==> src/rtl/hex_digit_scanner.sv <==
// Time-multiplexes a multi-digit hex value onto a shared nibble bus with a one-hot digit enable and leading-zero blanking.
// Loads are buffered in a one-deep pending register and committed only at the frame boundary.
module hex_digit_scanner #(
    parameter int NUM_DIGITS    = 4,
    parameter int PRESCALE      = 1000,
    parameter bit BLANK_LEADING = 1
) (
    input  logic                    clk,
    input  logic                    rst_n,
    input  logic                    scan_en,
    input  logic                    load_valid,
    input  logic [4*NUM_DIGITS-1:0] load_data,
    output logic                    load_ready,
    output logic [3:0]              nib_out,
    output logic [NUM_DIGITS-1:0]   digit_en,
    output logic                    blank,
    output logic                    frame_tick
);
    localparam int PW = (PRESCALE > 1) ? $clog2(PRESCALE) : 1;
    localparam int IW = $clog2(NUM_DIGITS);
    localparam int DW = 4 * NUM_DIGITS;

    logic [PW-1:0] r_presc;
    logic [IW-1:0] r_idx;
    logic [DW-1:0] r_disp;
    logic [DW-1:0] r_pend;
    logic          r_pend_full;
    logic          r_frame_tick;

    logic          w_tick;
    logic          w_wrap;
    logic          w_accept;
    logic          w_commit;
    logic [DW-1:0] w_shifted;
    logic          w_upper_zero;

    assign w_tick   = scan_en && (r_presc == PW'(PRESCALE - 1));
    assign w_wrap   = w_tick && (r_idx == IW'(NUM_DIGITS - 1));
    assign w_accept = load_valid && !r_pend_full;
    assign w_commit = w_wrap && r_pend_full;

    always_ff @(posedge clk or negedge rst_n) begin
        if (!rst_n) begin
            r_presc      <= '0;
            r_idx        <= '0;
            r_disp       <= '0;
            r_pend       <= '0;
            r_pend_full  <= 1'b0;
            r_frame_tick <= 1'b0;
        end else begin
            if (scan_en) begin
                r_presc <= w_tick ? '0 : r_presc + PW'(1);
            end
            if (w_tick) begin
                r_idx <= w_wrap ? '0 : r_idx + IW'(1);
            end
            // Accept and commit are mutually exclusive: accept needs the pending slot empty, commit needs it full.
            if (w_commit) begin
                r_disp      <= r_pend;
                r_pend_full <= 1'b0;
            end else if (w_accept) begin
                r_pend      <= load_data;
                r_pend_full <= 1'b1;
            end
            r_frame_tick <= w_wrap;
        end
    end

    // Shifting out the digits below idx leaves exactly the digits that decide blanking.
    assign w_shifted    = r_disp >> {r_idx, 2'b00};
    assign w_upper_zero = (w_shifted == '0);

    assign blank      = BLANK_LEADING && (r_idx != '0) && w_upper_zero;
    assign nib_out    = blank ? 4'h0 : w_shifted[3:0];
    assign digit_en   = blank ? '0 : (NUM_DIGITS'(1) << r_idx);
    assign load_ready = !r_pend_full;
    assign frame_tick = r_frame_tick;

endmodule

==> config.mk <==
export PLATFORM = sky130hd
export DESIGN_NAME = hex_digit_scanner
export DESIGN_NICKNAME = d
export VERILOG_FILES = /design/src/rtl/hex_digit_scanner.sv
export SDC_FILE = /design/constraint.sdc
export NUM_CORES = 1
export LEC_CHECK = 0
export ABC_AREA = 0
export ABC_CLOCK_PERIOD_IN_PS = 3200
export CAP_MARGIN = 15
export CORE_ASPECT_RATIO = 1.75
export CORE_MARGIN = 4
export CORE_UTILIZATION = 50
export CTS_BUF_LIST = sky130_fd_sc_hd__clkbuf_8 sky130_fd_sc_hd__clkbuf_16
export CTS_CLUSTER_SIZE = 14
export DETAILED_ROUTE_END_ITERATION = 12
export PLACE_DENSITY = 0.8
export SLEW_MARGIN = 20
export SYNTH_ARGS = -nofsm -noshare
export SYNTH_HDL_FRONTEND = slang
export SYNTH_SLANG_ARGS = --single-unit
==> constraint.sdc <==
create_clock -name clk -period 3.2 [get_ports clk]
set_input_delay 0.48 -clock clk [delete_from_list [all_inputs] [get_ports clk]]
set_output_delay 0.48 -clock clk [all_outputs]
set_load 0.02 [all_outputs]
==> results.py <==
metrics = {
    "flow_run": {
        "cap_violations": 0,
    },
    "die": {
        "pin_count": 31,
        "chipHeight_microns": 93.9,
        "coreArea_sq_um": 4110,
        "die-area_sq_um": 5360,
        "start_util_pct": 51.2,
        "chipWidth_microns": 57.1,
        "rows": 31,
    },
    "synth": {
        "syn_nets": 181,
        "synth_top_family_by_area": "multiplexers",
        "synthDistinctLibCells": 32,
        "synth_fa_ha_area_share_pct": 2.97,
        "synth_area_leader_cell": "dfrtp_1",
        "async_flop_share_pct": 100,
        "synthSimpleGateAreaFrac_pct": 9.92,
        "ys_seq_elements": 46,
        "synthXorXnorAreaFrac_pct": 2.49,
        "synth_edf_count": 0,
        "yosysTopAreaCellShare_pct": 54.6,
        "synth_mux_area_share_pct": 21.9,
        "syn_area_sq_um": 2110,
        "synth_ff_type": "dfrtp_1",
        "synth_compound_gate_area_share_pct": 4.75,
        "synth_cells": 156,
        "synth_seq_area_share_pct": 54.6,
        "postSynthAreaPerCell_sq_um": 13.5,
        "synth.top_cells.by_area": "dfrtp_1, mux2_2, mux4_2, ha_1, nor2_1",
        "yosys_warnings": 0,
    },
    "placed_design": {
        "dp_hpwl_microns": 3000,
        "place_ws_ns": 0.319,
        "numPortBuffers": 30,
        "place_congestion": 0.819,
    },
    "worst_setup_path": {
        "worstSetupStartpoint": "r_idx[0]",
        "crit_family": "multiplexers",
        "rrSetupSlack_ns": 1.22,
        "endpoint": "digit_en[1]",
        "max_stage_delay_ns": 0.55,
        "end_kind": "primary output",
        "reg2reg_from": "r_presc[0]",
        "worstPathCellList": "mux4_2 > or2_1 > a2111oi_4 > nor2b_1 > clkdlybuf4s50_1",
        "setup.worst_path.class": "flip-flop to primary output",
        "cp.depth": 5,
        "start_kind": "flip-flop",
        "worstPathRequired_ns": 2.72,
        "reg2reg_depth": 6,
        "crit_slowest_cell": "mux4_2",
        "path_max_fanout": 11,
        "cp.arrival_ns": 2.56,
        "cp_num_buf_inv": 1,
        "worstReg2RegEnd": "r_disp[8]",
    },
    "finish": {
        "fillCellCount": 337,
        "multiInputGateArea_sq_um": 886,
        "ff_latch_area_sq_um": 1150,
        "drive_gt1_share_pct": 27.1,
        "fin_util_pct": 61.2,
        "n_antenna_cell": 0,
        "nets": 213,
        "area_growth_pct": 19.4,
    },
    "clock_network": {
        "clk-insertion-delay-late_ns": 0.30,
        "path_clk_slew_ns": 0.08,
        "cts_inserted_buffers": 5,
        "tritoncts": "built",
        "clock_sinks": 46,
        "htreeDepth": 2,
        "cts.root.buffer_cell": "clkbuf_8",
        "cts.path.max_buffers": 2,
        "cts_setup_buffers": 0,
    },
    "sta": {
        "setup_tns_ns": 0,
        "post-route-period-util_pct": 95.1,
        "worst_pin_slew_ns": 0.568,
        "finalSetupViolCount": 0,
        "hold_violations": 0,
        "rsz0062_at_grt": "false",
        "max-slew-margin-rel_pct": 62.1,
        "worst_clock_skew_ns": 0.00527,
        "drv_slew": 0,
        "finalCriticalPeriod_ns": 3.04,
        "timing.final.ws_setup_ns": 0.157,
        "max_freq_mhz": 329,
    },
    "global_route": {
        "busiest_layer": "met2",
        "met1_usage_pct": 19.2,
        "met3_usage_pct": 3.44,
        "groute.layer.met2.usage_pct": 30.2,
        "grt_pass1_wl_microns": 7100,
        "overflow": 0,
        "antenna_found_initial": 0,
        "grt_pass1_vias": 1485,
        "grt_use_total_pct": 17.3,
        "grt_max_degree": 47,
    },
    "route": {
        "postRouteAntennaNets": 0,
        "dr.pass1.iters": 4,
        "vias": 1340,
        "first_iter_violations": 12,
        "vias_per_cell": 5.65,
        "wl_per_cell_microns": 16.9,
        "drc": 0,
        "routed_wl_microns": 4010,
    },
    "outcome": {
        "outcome": "complete, no violations",
    },
    "power": {
        "p_per_area_nw_per_um2": 466,
        "p_leak_nw": 1.13,
        "peakVddDrop_v": 0.000376,
    },
    "hold_path": {
        "hold_class": "input pin to asynchronous set/reset pin",
    },
}
==> through the flow <==
| stage | instance area, sq um | hold slack, ns | std cells | total power [W] |
|---|---|---|---|---|
| floorplan | 2110 | 0.184 | 156 | 0.000788 |
| global placement | 2430 | 0.457 | 230 | 0.000840 |
| detailed placement | 2430 | 0.454 | 230 | 0.000851 |
| CTS | 2510 | 0.378 | 237 | 0.00119 |
| global route | 2520 | 0.208 | 237 | 0.00125 |
| finish | 2520 | 0.171 | 237 | 0.00117 |
==> repair_timing <==
| action | in CTS | in global routing |
|---|---|---|
| setup endpoints to repair | 1 | 1 |
| gates resized for setup | 1 | 1 |
| hold buffers | 0 | 0 |
==> registers in the layout, indices dropped and copies added, names as in the netlist <==
name         count
r_disp          16
r_pend          16
r_presc         10
r_idx            2
frame_tick       1
r_pend_full      1
==> worst register-to-register path, stage by stage (launching register included) <==
cell     delay, ns
dfrtp_1       0.38
ha_1          0.26
and4_1        0.21
and3_4        0.26
and3_1        0.20
buf_4         0.20
mux2_2        0.35
==> cell type report <==
cell class	instances	share of cell area [%]
Clock buffer	5	2.73
Timing Repair Buffer	33	12.8
Multi-Input combinational cell	98	35.2
Clock inverter	2	0.398
Sequential cell	46	45.8
Tap cell	49	2.44
Inverter	4	0.597
==> synth_stat cells, types with 2 or more instances <==
master / number
xor2_1: 3
xnor2_1: 3
and4_1: 2
buf_6: 3
buf_2: 2
clkbuf_1: 3
and3_1: 2
nand2_1: 5
ha_1: 5
inv_1: 4
nor2b_1: 4
nand3_1: 3
o21ai_0: 6
nor4_1: 3
dfrtp_1: 46
nor2_1: 9
mux2_2: 32
nand4_1: 3
mux4_2: 4
and2_1: 2
==> placed cells by master (no fill, tap or decap), drive strengths merged, types with 2 or more instances in the layout <==
cell           Yosys  layout
nor2               9       9
and4               2       2
xnor2              3       3
xor2               3       3
nand3              3       3
and2               2       2
inv                4       4
nand4              3       3
and3               3       3
nor2b              4       4
mux4               4       4
nor4               3       3
nand2              5       5
clkinv             0       2
clkdlybuf4s50      0      28
ha                 5       5
o21ai              6       6
buf                5       4
mux2              33      33
dfrtp             46      46
clkbuf             3       5
==> worst min path at each step <==
stage / startpoint / endpoint / slack (ns) / cells past startpoint
after floorplan: rst_n / frame_tick / 0.18 / 0
after global placement: r_presc[8] / r_presc[8] / 0.46 / 1
after detailed placement: r_presc[8] / r_presc[8] / 0.45 / 1
after CTS: rst_n / r_pend[2] / 0.38 / 1
after global routing: rst_n / r_pend[13] / 0.21 / 1
final: rst_n / r_pend[13] / 0.17 / 1
==> logic make-up after synthesis <==
logic type      count (synthesis)
compound gates                 13
simple gates                   37
buf+inv                        12
flops                          46
mux                            37
xor+xnor                        6
fa+ha+maj                       5
==> per-layer routing <==
metal / up-vias / wire length [microns] / part of all wire (%)
met5: - / 0 / 0
met3: 10 / 178 / 4.4
met2: 36 / 2100 / 52
met1: 673 / 1610 / 40
met4: 0 / 128 / 3.2
li1: 621 / - / -
==> report_power, final <==
part / internal [W] / leakage (nW) / switching [W] / total (W)
clock network: 0.000147 / 0.0438 / 0.000187 / 0.000334
registers: 0.000643 / 0.591 / 0.0000559 / 0.000698
logic: 0.0000833 / 0.499 / 0.0000580 / 0.000141
total: 0.000873 / 1.13 / 0.000301 / 0.00117
Power figures use the tool's default switching activity.
